$ cat src/rtl/pe_mem_arbiter.sv
// pe_mem_arbiter: round-robin arbiter sharing one single-port data memory
// between NPROC processing elements. Grants and memory controls are
// registered (issue one cycle after arbitration). Read data comes back one
// cycle after issue.
// Optional build macro ARB_COALESCE_EN: eligible loads that target the same
// address as a winning load are granted together and served by one memory
// read (gnt/rvalid may then be multi-hot).
module pe_mem_arbiter #(
  parameter int NPROC = 2,
  parameter int AW    = 16,
  parameter int DW    = 16
) (
  input  logic                clk,
  input  logic                reset,
  input  logic [NPROC-1:0]    req,
  input  logic [NPROC-1:0]    we,
  input  logic [NPROC*AW-1:0] addr,
  input  logic [NPROC*DW-1:0] wdata,
  output logic [NPROC-1:0]    gnt,
  output logic [NPROC-1:0]    rvalid,
  output logic [DW-1:0]       rdata,
  output logic                mem_en,
  output logic                mem_we,
  output logic [AW-1:0]       mem_addr,
  output logic [DW-1:0]       mem_wdata,
  input  logic [DW-1:0]       mem_rdata,
  output logic                stall
);

  localparam int PW = (NPROC > 1) ? $clog2(NPROC) : 1;

  logic [NPROC-1:0][AW-1:0] addr_a;
  logic [NPROC-1:0][DW-1:0] wdata_a;
  logic [PW-1:0]            ptr, win, ptr_nxt;
  logic                     found;
  logic [NPROC-1:0]         elig, gmask;
  // vld_pipe[0]: access issued this cycle; vld_pipe[1]: load data returning
  logic [1:0]               vld_pipe;
  logic [DW-1:0]            rdata_q;

  assign addr_a  = addr;
  assign wdata_a = wdata;

  // A PE holding req while its grant is visible must not win again.
  assign elig = req & ~gnt;

  // First eligible PE scanning from ptr with wrap.
  always_comb begin : scan
    int idx;
    idx   = 0;
    found = 1'b0;
    win   = '0;
    for (int k = 0; k < NPROC; k++) begin
      idx = int'(ptr) + k;
      if (idx >= NPROC) idx = idx - NPROC;
      if (!found && elig[idx]) begin
        found = 1'b1;
        win   = PW'(idx);
      end
    end
  end

  // Set of PEs granted this cycle (winner, plus same-address loads if coalescing).
  always_comb begin
    gmask = '0;
    if (found) gmask[win] = 1'b1;
`ifdef ARB_COALESCE_EN
    if (found && !we[win]) begin
      for (int i = 0; i < NPROC; i++)
        if (elig[i] && !we[i] && (addr_a[i] == addr_a[win])) gmask[i] = 1'b1;
    end
`endif
  end

  // Next pointer: one past the last granted PE in scan order.
  always_comb begin : nxt
    int idx;
    idx     = 0;
    ptr_nxt = ptr;
    for (int k = 0; k < NPROC; k++) begin
      idx = int'(ptr) + k;
      if (idx >= NPROC) idx = idx - NPROC;
      if (gmask[idx]) ptr_nxt = (idx == NPROC - 1) ? '0 : PW'(idx + 1);
    end
  end

  // Issue, read-return tracking and pointer update.
  always_ff @(posedge clk or negedge reset) begin
    if (!reset) begin
      ptr       <= '0;
      gnt       <= '0;
      rvalid    <= '0;
      vld_pipe  <= '0;
      mem_we    <= 1'b0;
      mem_addr  <= '0;
      mem_wdata <= '0;
      rdata_q   <= '0;
    end else begin
      gnt      <= gmask;
      vld_pipe <= {vld_pipe[0] & ~mem_we, found};
      rvalid   <= (vld_pipe[0] && !mem_we) ? gnt : '0;
      if (found) begin
        mem_we    <= we[win];
        mem_addr  <= addr_a[win];
        mem_wdata <= wdata_a[win];
        ptr       <= ptr_nxt;
      end else begin
        mem_we    <= 1'b0;
      end
      if (|rvalid) rdata_q <= mem_rdata;
    end
  end

  assign mem_en = vld_pipe[0];
  // Memory data is live during the return cycle; otherwise hold the last word.
  assign rdata  = (|rvalid) ? mem_rdata : rdata_q;
  assign stall  = (|elig) | (|gnt) | (|rvalid) | vld_pipe[1];

endmodule

$ cat config.mk
export PLATFORM = sky130hd
export DESIGN_NAME = pe_mem_arbiter
export DESIGN_NICKNAME = d
export VERILOG_FILES = /design/src/rtl/pe_mem_arbiter.sv
export SDC_FILE = /design/constraint.sdc
export NUM_CORES = 1
export LEC_CHECK = 0
export CAP_MARGIN = 20
export CORE_MARGIN = 1
export CORE_UTILIZATION = 26
export CTS_CLUSTER_SIZE = 12
export DETAILED_ROUTE_END_ITERATION = 8
export PLACE_DENSITY = 0.58
export SYNTH_ARGS = -nofsm -noshare
export SYNTH_HDL_FRONTEND = slang
export SYNTH_SLANG_ARGS = --single-unit
$ cat constraint.sdc
create_clock -name clk -period 1.8 [get_ports clk]
set_input_delay 0.36 -clock clk [delete_from_list [all_inputs] [get_ports clk]]
set_output_delay 0.36 -clock clk [all_outputs]
set_load 0.01 [all_outputs]
* Word-level counts from Yosys, hierarchy flattened
Cells that the tools add are included.
Operators by class: reductions and logical operators 10, div/mod/pow operators 0, eq/ne operators 2, shift operators 0, $lt $le $gt $ge 6, add/subtract/negate cells 5, multiply operators 0, bitwise gates (word level) 7, mux-type cells 34
Operator list (count):
- 2-to-1 mux 16 bit | 5
- equality test 32 x 2 -> 1 bit, second input constant | 2
- less-than comparator 32 x 3 -> 1 bit, second input constant | 2
- 2-to-1 mux 32 bit | 2
- 2-to-1 mux 1 bit | 24
- OR reduction 2 bit | 3
- 2-to-1 mux 2 bit | 2
- logical AND 1 bit | 3
- OR 1 bit | 3
- subtractor 1 x 2 -> 3 bit, second input constant | 1
- subtractor 2 x 2 -> 3 bit, second input constant | 1
- adder 1 bit, second input constant | 2
- adder 1 x 1 -> 2 bit, second input constant | 1
- AND 2 bit | 1
- greater-or-equal comparator 1 x 2 -> 1 bit, second input constant | 1
- greater-or-equal comparator 2 bit, second input constant | 1
- zero test 1 bit | 2
- less-than comparator 1 x 2 -> 1 bit, second input constant | 1
- NOT 2 bit | 1
- AND reduction 2 bit | 1
- nonzero test 2 bit | 1
- AND 1 bit | 1
- demux 1 bit (select 1 bit) | 1
- greater-or-equal comparator 1 bit, second input constant | 1
- NOT 1 bit | 1
Storage, ports and cells: input bits 86, memory bits (read-only) 0, memories kept 0, logic and storage cells 72, register bits after elaboration 56, RAM bits 0, bits in latches 0, output and inout bits 55

* Logic depth before layout (Yosys ltp)
Gate-level depths: netlist (run 1).
depth after elaboration 19, depth in mapped cells 6, gate-level depth less buffers 3

* Least setup slack after synthesis (run 1)
Ideal clock, no wire load.
kind register to output, from reg rvalid[1], to out rdata[11], arrival time 1327 ps, stages on the path, launching flop included 4, path buffers 1, path slack 113 ps, data required time 1440 ps, cell sequence dfrtp_1 nor2_2 buf_2 mux2_2
Between the ends: word-level cells in the longest chain between the ends 2
Ends and longest elaborated chain:
- from (decl) | line 20 | output logic [NPROC-1:0] rvalid,
- from (signal assigned) | line 101 | rvalid <= (vld_pipe[0] && !mem_we) ? gnt : '0;
- OR reduction 2 bit | line 116 | assign rdata = (|rvalid) ? mem_rdata : rdata_q;
- 2-to-1 mux 16 bit
- to (decl) | line 21 | output logic [DW-1:0] rdata,
No other way between the ends.

* Final worst setup path (run 1)
from reg rvalid[0], to out rdata[3]
Same word-level chain as after synthesis.

==> flow_summary_export.csv, run 1 <==
group,metric,value,unit
power,peakVddDrop,420,µV
finish,final_util,48.7,%
setup_path,cp-end-kind,"primary output",
synthesis,syn-num-nets,256,
power,leakagePower,1.81,nW
routing,drcViolationCount,0,
clocking,clkSinkCount,56,
routing,ant_nets,0,
place,dp_cells,416,
global_route,use_met1,18.3,%
floorplan,die_h,97.3,µm
setup_path,worstRegToRegCells,4,
setup_path,timing.rr.start,"gnt[0]",
setup_path,worst_ep_required_time,1.44,ns
routing,vias,2079,
routing,drt-total-wl,6910,µm
global_route,grt_pass1_vias,2149,
job,maxCapViolCount,0,
global_route,grt.met2_usage,24.3,%
power,powerDensity,1090,nW/µm²
timing,skew,0.00618,ns
setup_path,cp-start-kind,"flop",
clocking,cts_tree,"done",
floorplan,die_w,97.3,µm
setup_path,ff2ff_setup_slack,0.31,ns
timing,final_max_slew_viol_count,0,
finish,antenna_cells,0,
timing,setup_slack,-0.133,ns
synthesis,avgSynthCellArea,13.9,µm²
timing,grt_setup_unrepaired,"yes",
clocking,cts_hold_buf,0,
finish,areaGrowthSynthToFinish,80.8,%
setup_path,arrival,1.57,ns
timing,tns,-1.02,ns
clocking,cts_made_buffers,5,
synthesis,yosys_warnings,0,
clocking,clkTransAtPathRegs,0.10,ns
synthesis,synth.cell_area,2360,µm²
clocking,clk_latency,0.30,ns
global_route,grt_pass1_wl,11000,µm
synthesis,synth_seq_cells,56,
timing,worst_pin_slew,0.401,ns
timing,finalCritPeriodShare,107,%
floorplan,initial_core_util,27.0,%
floorplan,coreArea,8760,µm²
floorplan,die_area,9470,µm²
min_path,hold_class,"in2async",
setup_path,worstPathMaxFanout,8,
run_status,violations,"setup timing",
place,place_ws,-0.292,ns
timing,hold_violations,0,
setup_path,r2r-end,"mem_addr[0]",
place,dpl.hpwl,4770,µm
timing,fmax,517,MHz
floorplan,ios,141,
global_route,busiest_layer,"met2",
global_route,grtUsageMet3,4.24,%
timing,setup_viol,16,
routing,vias_per_cell,4.76,
place,portBuffers,140,
run_status,status,"complete, but fails checks",
floorplan,placementRows,34,
setup_path,startpoint,"rvalid[0]",
timing,fin_crit,1.93,ns
clocking,clk_path_buf_depth,2,
synthesis,synthCells,170,
global_route,antenna_found_initial,0,
finish,final_cell_count_no_fill,437,
setup_path,crit_type,"reg2out",
timing,relSlewSlack,73.3,%
routing,first_iter_violations,66,
clocking,cts-root-buf,"clkbuf_8",
place,gp_congestion,0.744,
finish,nets,414,
routing,wl_per_cell,15.8,µm
global_route,grt_max_degree,57,
synthesis,ys_seq_area_share,59.3,%
routing,first_pass_iters,4,
finish,drive_gt1_share,22.5,%
global_route,grt_util_all_layers,14.4,%
global_route,grt_remaining_overflow,0,
clocking,htree_num_levels,2,
synthesis,ys_types,20,
-- Yosys cell counts (all sizes together) --
master,instances,area [µm²]
nor2b,3,21.3
a221o,32,320
o211ai,1,7.51
and2,2,12.5
nand2b,1,13.8
buf,13,96.3
inv,1,3.75
nor3b,32,240
o21ai,2,10.0
clkbuf,3,11.3
nand3,1,5.00
nor2,4,17.5
mux2,16,180
o21a,1,7.51
dfrtp,56,1400
nor3,1,5.00
a21oi,1,8.76
-- worst max path at each step --
stage	to	slack (ns)
floorplan	rdata[11]	0.11
global placement	stall	-0.28
detailed placement	stall	-0.29
CTS	rdata[2]	-0.15
global route	rdata[3]	-0.20
finish	rdata[3]	-0.13
-- per-layer routing --
layer	share of wire (%)	up-vias
met5	0	-
met3	7.5	2
li1	-	971
met2	48	91
met4	0.28	0
met1	44	1015
-- logic make-up (layout without fill, tap and decap cells) --
| kind of cell | after synthesis | in the layout | synth area share [%] |
|---|---|---|---|
| compound gates | 37 | 37 | 15.0 |
| buf+inv | 17 | 176 | 4.71 |
| mux | 16 | 16 | 7.63 |
| flops | 56 | 56 | 59.3 |
| simple gates | 44 | 44 | 13.3 |
-- per-stage QoR --
step                power, W  hold WS, ns  instance area (µm²)
floorplan            0.00246       0.0644                 2360
global placement     0.00348        0.391                 3960
detailed placement   0.00350        0.394                 3960
CTS                  0.00468       0.0502                 4270
global route         0.00488       0.0638                 4270
finish               0.00464       0.0408                 4270
-- layout by cell type (no fill, tap or decap) --
master and n:
nand2b_4 1, buf_4 19, buf_2 3, clkdlybuf4s50_1 122, inv_1 1, nand3_1 1, nor2b_2 1, nor3_1 1
nor2_1 3, mux2_4 14, clkbuf_8 7, o21a_1 1, buf_6 18, a221o_1 32, o211ai_1 1, a21oi_4 1
and2_1 2, o21ai_0 2, dfrtp_1 56, nor2_4 1, nor2b_1 1, nor3b_1 32, nor2b_4 1, bufinv_16 1
buf_12 5, mux2_2 2
-- state kept, by name (all words and copies together) (netlist names) --
name and count:
ptr 1, mem_we 1, vld_pipe 2, mem_addr 16, gnt 2, rvalid 2
mem_wdata 16, rdata_q 16
-- repair_timing --
| item | 4_1_cts | 5_1_grt |
|---|---|---|
| resized for setup | 102 | 0 |
| gates cloned | 1 | 0 |
| setup buffers | 9 | 4 |
| pin swaps | 2 | 0 |
| setup endpoints to repair | 17 | 16 |
-- report_power, final --
part | internal, W | switching, W
registers | 0.00158 | 0.000137
clock network | 0.000492 | 0.000404
logic | 0.00130 | 0.000726
-- worst max-delay path, cell delays in order (launching register included) --
cell     delay (ns)
dfrtp_1        0.42
nor2_4         0.17
buf_12         0.15
buf_6          0.10
mux2_4         0.30
buf_6          0.12
-- layout make-up --
type | count | area [µm²]
clock buffers | 7 | 96.3
clock inverters | 1 | 30.0
fillers | 795 | 4490
inverters | 1 | 3.75
multi-input cells | 97 | 922
flip-flops and latches | 56 | 1400
well taps | 108 | 135
repair buffers | 167 | 1680
(Power assumes the default switching activity.)
==> run 2: changes to the inputs <==
--- a/config.mk
+++ b/config.mk
@@ -7,10 +7,11 @@
 export LEC_CHECK = 0
 export CAP_MARGIN = 20
 export CORE_MARGIN = 1
-export CORE_UTILIZATION = 26
+export CORE_UTILIZATION = 37
 export CTS_CLUSTER_SIZE = 12
 export DETAILED_ROUTE_END_ITERATION = 8
-export PLACE_DENSITY = 0.58
+export PLACE_DENSITY = 0.78
+export SETUP_SLACK_MARGIN = 0.2
 export SYNTH_ARGS = -nofsm -noshare
 export SYNTH_HDL_FRONTEND = slang
 export SYNTH_SLANG_ARGS = --single-unit
==> flow_summary_export.csv, run 2 (synthesis gave the netlist of run 1 again) <==
group,metric,value,unit
place,portBuffers,140,
setup_path,crit_type,"reg2out",
timing,setup_viol,15,
finish,multi_input_area,905,µm²
setup_path,worstPathCellList,"nor2_4 > buf_12 > buf_4 > mux2_4 > buf_6",
power,leakagePower,1.92,nW
clocking,cts-root-buf,"clkbuf_8",
floorplan,coreArea,6030,µm²
setup_path,path_buf_inv,3,
setup_path,cp-start-kind,"flop",
power,peakVddDrop,584,µV
global_route,antenna_found_initial,0,
run_status,status,"complete, but fails checks",
finish,nets,407,
global_route,grt_util_all_layers,19.1,%
setup_path,cpMaxStageDelayCell,"dfrtp_1",
routing,drt-met1-wl,2480,µm
finish,final-seq-area,1400,µm²
routing,vias,2031,
routing,drcViolationCount,0,
finish,areaGrowthSynthToFinish,74.4,%
place,dpl.hpwl,4440,µm
global_route,grt_max_degree,57,
global_route,grt_remaining_overflow,0,
job,maxCapViolCount,0,
floorplan,die_h,81.9,µm
routing,ant_nets,0,
finish,antenna_cells,0,
timing,relSlewSlack,80.4,%
routing,first_iter_violations,83,
timing,skew,0.00419,ns
power,power,0.00413,W
clocking,cts_hold_buf,0,
setup_path,cp-end-kind,"primary output",
setup_path,worstPathMaxFanout,11,
routing,met2_wirelength,3220,µm
min_path,hold_class,"in2async",
routing,met3_wirelength,581,µm
clocking,cts_tree,"done",
floorplan,ios,141,
clocking,clk_latency,0.30,ns
setup_path,cpPeakStageDelay,0.42,ns
timing,hold_violations,0,
timing,hold_slack,0.0458,ns
timing,final_max_slew_viol_count,0,
clocking,clkTransAtPathRegs,0.09,ns
finish,top_regs,"mem_addr x16, mem_wdata x16, rdata_q x16",
timing,fmax,524,MHz
routing,first_pass_iters,4,
clocking,clkSinkCount,56,
finish,final_common_cell,"clkdlybuf4s50_1",
routing,vias_per_cell,5.12,
finish,fillers,470,
clocking,cts_made_buffers,5,
finish,drive_gt1_share,21.1,%
timing,worst_pin_slew,0.295,ns
timing,fin_crit,1.91,ns
floorplan,placementRows,28,
clocking,htree_num_levels,2,
routing,drt-total-wl,6370,µm
floorplan,die_w,81.9,µm
place,gp_congestion,0.755,
global_route,grt_pass1_vias,2058,
global_route,grt_pass1_wl,9700,µm
finish,layout_common_cells,"100 x clkdlybuf4s50_1, 55 x dfrtp_1, 32 x nor3b_1, 32 x a221o_1, 17 x dlymetal6s2s_1",
setup_path,crit_family,"flip-flops",
timing,finalCritPeriodShare,106,%
power,powerDensity,1000,nW/µm²
setup_path,arrival,1.55,ns
timing,setup_slack,-0.109,ns
routing,top_layer,"met4",
floorplan,initial_core_util,39.2,%
floorplan,die_area,6710,µm²
run_status,violations,"setup timing",
clocking,clk_path_buf_depth,2,
routing,wl_per_cell,16.0,µm
timing,grt_setup_unrepaired,"yes",
setup_path,worst_ep_required_time,1.44,ns
-- run 2: cell count changes in the layout (fill, tap and decap cells not counted), sizes merged --
cell	previous run	this run
buf	45	34
bufinv	1	0
clkbuf	7	12
clkdlybuf4s50	122	100
dlygate4sd2	0	5
dlymetal6s2s	0	17
-- run 2: cell type report --
cell class	count	area share, %
Clock buffer	8	2.19
Inverter	1	0.0911
Sequential cell	56	34.0
Multi-Input combinational cell	97	22.0
Timing Repair Buffer	160	39.4
Tap cell	75	2.28
-- run 2: stage by stage --
stage | cells | worst slack [ns] | cell area (µm²) | util, % | setup TNS, ns
3_3_place_gp | 382 | -0.205 | 3930 | 65.1 | -6.68
5_1_grt | 397 | -0.178 | 4120 | 68.4 | -1.91
6_report | 397 | -0.109 | 4120 | 68.4 | -0.852
3_5_place_dp | 382 | -0.239 | 3930 | 65.1 | -7.58
4_1_cts | 394 | -0.220 | 4040 | 67.0 | -1.73
2_1_floorplan | 170 | 0.246 | 2370 | - | 0
-- run 2: path summary, 6_finish.rpt --
kind                                start          end  slack [ns]  cells past startpoint
worst min register to register     mem_we  vld_pipe[1]        0.45                      1
worst min-delay path                reset  rdata_q[10]        0.05                      2
worst max register to register     gnt[0]  mem_addr[3]        0.27                      5
worst max-delay path            rvalid[0]     rdata[6]       -0.11                      5
min in group clk                   mem_we  vld_pipe[1]        0.45                      1
max in group asynchronous           reset       gnt[0]        1.50                      2
-- run 2: where the power goes --
group | switching [W] | internal, W | leakage (nW)
Sequential | 0.000124 | 0.00158 | 0.676
Clock | 0.000378 | 0.000315 | 0.0455
Combinational | 0.000682 | 0.00105 | 1.19
Total | 0.00118 | 0.00294 | 1.92
-- run 2: routing by layer --
layer / track usage, % / vias up
met5: 0 / -
met3: 6.11 / 9
li1: - / 951
met1: 22.5 / 977
met2: 33.5 / 94
met4: 4.91 / 0
-- run 2: what timing repair did --
item / CTS / global route
buffers inserted: 4 / 3
pin swaps: 1 / 1
setup endpoints to repair: 53 / 66
gates resized for setup: 74 / 35
-- run 2: worst reg2reg max path, stage by stage, from the launching register on --
cell	delay, ns
dfrtp_2	0.44
buf_4	0.14
nand2b_4	0.14
o21a_1	0.21
buf_12	0.18
a221o_1	0.31
==> variant: new RTL, settings of run 1 <==
Add a define of `ARB_COALESCE_EN`.
--- a/src/rtl/pe_mem_arbiter.sv
+++ b/src/rtl/pe_mem_arbiter.sv
@@ -5,6 +5,8 @@
 // Optional build macro ARB_COALESCE_EN: eligible loads that target the same
 // address as a winning load are granted together and served by one memory
 // read (gnt/rvalid may then be multi-hot).
+`define ARB_COALESCE_EN
+
 module pe_mem_arbiter #(
   parameter int NPROC = 2,
   parameter int AW    = 16,
Formal check against the unedited RTL: not equivalent (a bounded check fails within 4 cycles, from zero or initial values and one cycle with reset low).
==> variant against run 1 <==
  * First-iteration DRC count is 3.0% lower
  * Routed wire length is 4.2% higher
  * Clock power is 18% lower
  * Combinational power is 2% lower
  * Core utilization is 0.35 points lower
  * Final area is 5.7% higher
  * The run still ends with negative setup slack left
  * Clock skew is 0.0021 ns lower
  * Power is 4.1% lower
  * Largest cell class unchanged
  * Sequential cell count stayed put
  * Synthesized area is 6.6% higher
  * Largest power group unchanged
  * Setup slack better by 0.018 ns
==> variant: results (changes against run 1) <==
STA
  • Final setup TNS: -1.280 ns (-0.2602 ns)
  • Clk_skew: 0.004100 ns (-0.002078 ns)
  • Final worst slack: -0.1154 ns (+0.01759 ns)
  • Setup Viol. Count Final: 16 (unchanged)

Layout
  • Layout filler cell count: 888 (+12%)
  • Final #Nets: 465 (+12%)
  • Layout cells sized above 1: 0.2237 (-0.001240)

Worst setup path
  • Crit-path max FO: 4 (-4)
  • R2r setup slk: 0.15 ns (-0.16 ns)
  • Worst R2R Path Depth: 6 (+2)
  • Reg-to-reg startpoint: gnt[1]$_DFF_PN0_

GRT
  • GR Layer Usage met3: 0.04944 (+0.006997)
  • First-pass GRT wire length: 10740 um (-2.6%)
  • M1 GR Usage: 0.1787 (-0.004187)
  • Met2 usage: 0.2213 (-0.02194)
  • GRT Overall Usage: 0.1385 (-0.005311)

Logic synthesis
  • Syn nets: 294 (+15%)
  • Sequential share of the synthesized area: 0.5564 (-0.03684)
  • Yosys cell types: 29 (+45%)
  • Area contributors post-synth: dfrtp_1, mux2_2, mux2i_1
  • List of most frequent post-synthesis cells: dfrtp_1, mux2i_1, nand2_1

Detailed routing
  • Final wirelength: 7194 um (+4.2%)
  • DRT iter0 DRCs: 64 (-3.0%)
  • Detail Route met3 WL: 511 um (-1.4%)
  • Met2 wire len: 3328 um (+1.0%)

Power and ir drop
  • Clock share of power: 0.165 (-0.028)
  • Worst vdd ir: 0.3460 mV (-18%)
  • Net Sw Power: 1.320 mW (+4.2%)
  • Power Clock: 0.732 mW (-18%)

Place
  • Final HPWL from detailed placement: 5112 um (+7.2%)
  • Post-Place Cells: 492 (+18%)

Status
  • Status: finished with violations
  • Failing checks: negative setup slack
-- variant: cell types whose count changed after synthesis, moves of 5 or more --
cell     before  now
xnor2_1       0   12
a221o_1      32    0
o21ai_0       2   15
nor3b_1      32    0
a21o_1        0   16
buf_6         5    0
mux2i_1       0   17
nand2_1       0   17
a22o_1        0   16
-- variant: worst max path at each step --
stage,depth (start not counted),slack [ns],end,from
floorplan,5,0.11,stall,req[1]
global placement,6,-0.36,mem_wdata[9]$_DFFE_PN0N_,req[1]
detailed placement,5,-0.36,stall,req[1]
CTS,5,-0.16,rdata[2],rvalid[0]$_DFF_PN0_
global route,5,-0.19,rdata[11],rvalid[1]$_DFF_PN0_
finish,5,-0.12,rdata[11],rvalid[1]$_DFF_PN0_
-- variant: area by class of cell --
class	instances	area share
multi-input cells	140	0.2562
clock inverters	1	0.001663
inverters	2	0.001663
repair buffers	174	0.3751
flip-flops and latches	56	0.3105
well taps	129	0.03576
clock buffers	7	0.01913
-- variant: stage by stage --
stage / hold WS [ns] / cell area (um^2) / setup WS (ns) / utilization
2_1_floorplan: 0.06441 / 2521 / 0.1110 / -
3_3_place_gp: 0.3902 / 4275 / -0.3622 / 0.4584
3_5_place_dp: 0.3910 / 4275 / -0.3593 / 0.4584
4_1_cts: 0.04701 / 4459 / -0.1643 / 0.4781
5_1_grt: 0.04545 / 4513 / -0.1859 / 0.4838
6_report: 0.03577 / 4513 / -0.1154 / 0.4838
-- variant: kinds of logic (layout without fill, tap and decap cells) --
group | count (synthesis) | in the layout | synth area share
compound gates | 54 | 54 | 0.1525
buf+inv | 12 | 184 | 0.02434
flops | 56 | 56 | 0.5564
mux | 33 | 33 | 0.1391
simple gates | 38 | 38 | 0.07550
xor+xnor | 15 | 15 | 0.05216
